==> config.mk <==
export PLATFORM = sky130hd
export DESIGN_NAME = hazard_dest_pipe
export DESIGN_NICKNAME = d
export VERILOG_FILES = /design/src/rtl/hazard_dest_pipe.sv
export SDC_FILE = /design/constraint.sdc
export NUM_CORES = 1
export LEC_CHECK = 0
export ABC_CLOCK_PERIOD_IN_PS = 3760
export CAP_MARGIN = 20
export CORE_UTILIZATION = 35
export CTS_BUF_LIST = sky130_fd_sc_hd__clkbuf_8
export DETAILED_ROUTE_END_ITERATION = 6
export HOLD_SLACK_MARGIN = 0.03
export SYNTH_ARGS = -nofsm -noshare
export SYNTH_HDL_FRONTEND = slang
export SYNTH_SLANG_ARGS = --single-unit
==> constraint.sdc <==
create_clock -name clk -period 3.76 [get_ports clk]
set_input_delay 0.376 -clock clk [delete_from_list [all_inputs] [get_ports clk]]
set_output_delay 0.376 -clock clk [all_outputs]
set_load 0.005 [all_outputs]
==> src/rtl/hazard_dest_pipe.sv <==
// Tracks destination register, instruction class and valid bit through EX/MEM/WB
// and raises the load-use stall / bubble controls for IF/ID and ID/EX.
`ifndef INS_ID_RTYPE
`define INS_ID_RTYPE 3'b001
`endif
`ifndef INS_ID_LW
`define INS_ID_LW 3'b010
`endif

module hazard_dest_pipe (
    input  logic        clk,
    input  logic        rst,
    input  logic        mem_ready,
    input  logic [4:0]  rs_id,
    input  logic [4:0]  rt_id,
    input  logic [4:0]  rd_id,
    input  logic [2:0]  INS_ID_id,
    input  logic        id_valid,
    input  logic        uses_rt_id,
    input  logic        flush_id,
    output logic [4:0]  rd_ex,
    output logic [4:0]  rd_mem,
    output logic [4:0]  rd_wb,
    output logic [2:0]  INS_ID_ex,
    output logic [2:0]  INS_ID_mem,
    output logic [2:0]  INS_ID_wb,
    output logic        valid_ex,
    output logic        valid_mem,
    output logic        valid_wb,
    output logic        stall_if_id,
    output logic        bubble_ex,
    output logic [15:0] stall_count
);

    logic [4:0]  rd_ex_q, rd_mem_q, rd_wb_q, rd_ex_d, rd_mem_d, rd_wb_d;
    logic [2:0]  ins_ex_q, ins_mem_q, ins_wb_q, ins_ex_d, ins_mem_d, ins_wb_d;
    logic        valid_ex_q, valid_mem_q, valid_wb_q, valid_ex_d, valid_mem_d, valid_wb_d;
    logic [15:0] stall_count_q, stall_count_d;

    logic id_live, ex_lw_hit, mem_lw_hit, load_use;

    // Loads forward only from WB, so a matching load in EX or MEM must stall.
    always_comb begin
        id_live    = id_valid && !flush_id;
        ex_lw_hit  = valid_ex_q && (ins_ex_q == `INS_ID_LW) && (rd_ex_q != 5'd0) &&
                     ((rd_ex_q == rs_id) || (uses_rt_id && (rd_ex_q == rt_id)));
        mem_lw_hit = valid_mem_q && (ins_mem_q == `INS_ID_LW) && (rd_mem_q != 5'd0) &&
                     ((rd_mem_q == rs_id) || (uses_rt_id && (rd_mem_q == rt_id)));
        load_use   = id_live && (ex_lw_hit || mem_lw_hit);
    end

    // mem_ready is a completion strobe: while low, every tracked stage holds.
    always_comb begin
        rd_ex_d       = rd_ex_q;
        rd_mem_d      = rd_mem_q;
        rd_wb_d       = rd_wb_q;
        ins_ex_d      = ins_ex_q;
        ins_mem_d     = ins_mem_q;
        ins_wb_d      = ins_wb_q;
        valid_ex_d    = valid_ex_q;
        valid_mem_d   = valid_mem_q;
        valid_wb_d    = valid_wb_q;
        stall_if_id   = 1'b0;
        bubble_ex     = 1'b0;
        stall_count_d = stall_count_q;
        if (rst) begin
            stall_if_id = 1'b0;
            bubble_ex   = 1'b0;
        end else if (!mem_ready) begin
            stall_if_id = 1'b1;
        end else begin
            rd_wb_d     = rd_mem_q;
            ins_wb_d    = ins_mem_q;
            valid_wb_d  = valid_mem_q;
            rd_mem_d    = rd_ex_q;
            ins_mem_d   = ins_ex_q;
            valid_mem_d = valid_ex_q;
            if (id_live && !load_use) begin
                rd_ex_d    = rd_id;
                ins_ex_d   = INS_ID_id;
                valid_ex_d = 1'b1;
            end else begin
                rd_ex_d    = 5'd0;
                ins_ex_d   = 3'b000;
                valid_ex_d = 1'b0;
                bubble_ex  = 1'b1;
            end
            stall_if_id = load_use;
        end
        if (stall_if_id && (stall_count_q != 16'hFFFF))
            stall_count_d = stall_count_q + 16'd1;
    end

    always_ff @(posedge clk) begin
        if (rst) begin
            rd_ex_q       <= 5'd0;
            rd_mem_q      <= 5'd0;
            rd_wb_q       <= 5'd0;
            ins_ex_q      <= 3'b000;
            ins_mem_q     <= 3'b000;
            ins_wb_q      <= 3'b000;
            valid_ex_q    <= 1'b0;
            valid_mem_q   <= 1'b0;
            valid_wb_q    <= 1'b0;
            stall_count_q <= 16'd0;
        end else begin
            rd_ex_q       <= rd_ex_d;
            rd_mem_q      <= rd_mem_d;
            rd_wb_q       <= rd_wb_d;
            ins_ex_q      <= ins_ex_d;
            ins_mem_q     <= ins_mem_d;
            ins_wb_q      <= ins_wb_d;
            valid_ex_q    <= valid_ex_d;
            valid_mem_q   <= valid_mem_d;
            valid_wb_q    <= valid_wb_d;
            stall_count_q <= stall_count_d;
        end
    end

    assign rd_ex       = rd_ex_q;
    assign rd_mem      = rd_mem_q;
    assign rd_wb       = rd_wb_q;
    assign INS_ID_ex   = ins_ex_q;
    assign INS_ID_mem  = ins_mem_q;
    assign INS_ID_wb   = ins_wb_q;
    assign valid_ex    = valid_ex_q;
    assign valid_mem   = valid_mem_q;
    assign valid_wb    = valid_wb_q;
    assign stall_count = stall_count_q;

endmodule

==> flow_summary.ini <==
[timing]
max_freq_mhz = 326
period_needed_ps = 3060
final_max_slew_viol_count = 0
hold_viol = 0
setup_violations = 0
timing.final.crit_share_pct = 81.5
relSlewSlack_pct = 45.3
rsz0062_at_grt = no
tightest_slew_ps = 820
clock_skew_ps = 8.16
final.setup.tns_ps = 0

[synth]
synth_nets = 256
synthesis.area_um2 = 2040
netlist_top_cells_count = dfxtp_1 (43), nor2_1 (26), a21oi_1 (22)
synth_seq_cells = 43
yosysSeqAreaShare_pct = 42.2
synthMostInstantiatedCell = dfxtp_1
synth_edf_count = 0
avgSynthCellArea_um2 = 8.83
syn_inst = 231
yosysUniqueCellTypes = 33
ys.warnings.count = 0
yosysTopAreaCell = dfxtp_1
synth_top_area_share_pct = 42.2
synth_ff_type = dfxtp_1
synthTopCellsByArea = dfxtp_1 (42%), mux2i_1 (9.8%), xor2_1 (8.2%)
async_flop_share_pct = 0

[setup_path]
worst_ep_arrival_time_ps = 2690
r2r_start = rd_mem[2]
r2r-end = stall_count[13]
r2r_slack_ps = 1460
cp_data_required_time_ps = 3380
cp_max_fo = 3
critical_path_class = input port to output port
worst_setup_path_start_kind = input port
rr_worst_depth = 8
cp-end-kind = output port

[clock_network]
cts_made_buffers = 5
clk_latency_ps = 290
cts_resized = 0
cts_root_buf = clkbuf_8
holdBufCountCts = 0
clkTransAtPathRegs_ps = 80
cts_tree = yes
clock_tree.buffer_depth = 2
htreeDepth = 2
post-cts-setup-buffer-count = 0
clock_sinks = 43

[status]
outcome = completed

[worst_hold_path]
hp-class = flop to flop
min_from = rd_wb[2]
whs_endpoint = rd_wb[2]
whs_path_depth = 2

[grt]
grt_pass1_wl_um = 8220
grtUsageTotal_pct = 17.0
grt_max_degree = 39
grt_pass1_vias = 1700
overflow = 0
antenna_found_initial = 0

[die]
core_um2 = 5570
die-height_um = 78.4
die-area_um2 = 6140
rows = 27
die_x_um = 78.4
ios = 69
start_util_pct = 36.6

[power_and_ir_drop]
p_leak_nw = 1.05
powerDensity_nw_per_um2 = 301
ir_worst_vdd_mv = 0.214
fin_total_pwr_mw = 0.859

[cells_and_area]
area_growth_pct = 39.8
final-seq-area_um2 = 861
n_fill_cell = 552
multi_input_area_um2 = 1110
diodes = 0
nNetsFinal = 319
fin_area_um2 = 2850
drive_above_1_share_pct = 4.41

[routing]
drtIter0Drc = 55
via_per_inst = 5.07
vias = 1861
wl_per_cell_um = 13.9
drc = 0
ant_nets = 0
wl_um = 5100
first_pass_iters = 4

[run]
cap_violations = 0

[place]
place_congestion = 0.751
dp.final_hpwl_um = 3550
portBuffers = 68
placed_area_um2 = 2760
## metrics by stage
stage               worst slack, ps  hold slack (ps)  instances  util (%)
finish                          695              499        367      51.2
global route                    540              530        367      51.2
CTS                             651              503        367      51.2
detailed placement              664              485        359      49.6
global placement                679              476        359      49.6
floorplan                      1760              477        231         -
## power breakdown
part	switching, mW	total, mW	internal, mW
combinational	0.0440	0.0989	0.0549
sequential	0.00878	0.470	0.462
clock	0.161	0.290	0.129
total	0.213	0.859	0.646
## how the worst max path moves through the flow
| stage | from | to | slack, ps | cells after the start |
|---|---|---|---|---|
| floorplan | rd_mem[2] | stall_count[13] | 1760 | 8 |
| global placement | rt_id[2] | stall_if_id | 680 | 8 |
| detailed placement | rt_id[2] | stall_if_id | 660 | 8 |
| CTS | rt_id[2] | stall_if_id | 650 | 8 |
| global route | rt_id[2] | stall_if_id | 540 | 8 |
| finish | rt_id[2] | stall_if_id | 700 | 8 |
## placed cells by master (no fill, tap or decap), drive strengths merged, types with 2 or more instances in the layout
master,synthesis,layout
inv,2,2
clkbuf,8,5
nand4,3,3
or3,9,9
or4,5,5
nor4bb,2,2
nor3,5,5
a21oi,22,22
buf,6,3
nand2b,9,9
and3,2,2
o21ai,11,11
xnor2,2,2
mux2i,20,20
and4,2,2
nor2,26,26
o21a,2,2
xor2,19,19
nor4,2,2
nand2,3,3
nand3,16,16
clkdlybuf4s50,0,67
clkinvlp,0,2
o31ai,3,3
dfxtp,43,43
a32oi,2,2
## registers in the layout, summed over array words and instances (netlist names)
| name | cells |
|---|---|
| INS_ID_ex | 3 |
| INS_ID_mem | 3 |
| INS_ID_wb | 3 |
| rd_ex | 5 |
| rd_mem | 5 |
| rd_wb | 5 |
| stall_count | 16 |
| valid_ex | 1 |
| valid_mem | 1 |
| valid_wb | 1 |
## layer usage
metal,wire length (µm),track usage (%),up-vias
li1,-,-,942
met1,2490,24.0,863
met2,2260,25.0,48
met3,265,4.19,8
met4,85,5.93,0
met5,0,0,-
## worst max-delay path, stage by stage
cell	delay, ps
clkdlybuf4s50_1	450
xor2_1	160
nor4_1	330
a32oi_1	160
o22ai_2	200
or2b_1	250
a21oi_1	200
clkdlybuf4s50_1	550
## cell families after synthesis
family / Yosys count / share of synthesized area [%]
buffers and inverters: 16 / 3.19
multiplexers: 20 / 9.81
AO/OA/AOI/OAI: 43 / 12.3
AND/OR/NAND/NOR: 87 / 22.9
flip-flops: 43 / 42.2
adder cells (fa/ha/maj): 1 / 0.613
XOR/XNOR: 21 / 9.01
## cell type report
class	instances	area share (%)
Timing Repair Buffer	70	24.2
Clock inverter	3	0.702
Sequential cell	43	30.2
Inverter	2	0.263
Multi-Input combinational cell	172	39.1
Clock buffer	5	2.41
Tap cell	72	3.16
No activity file was read; power rests on OpenSTA's default activity.
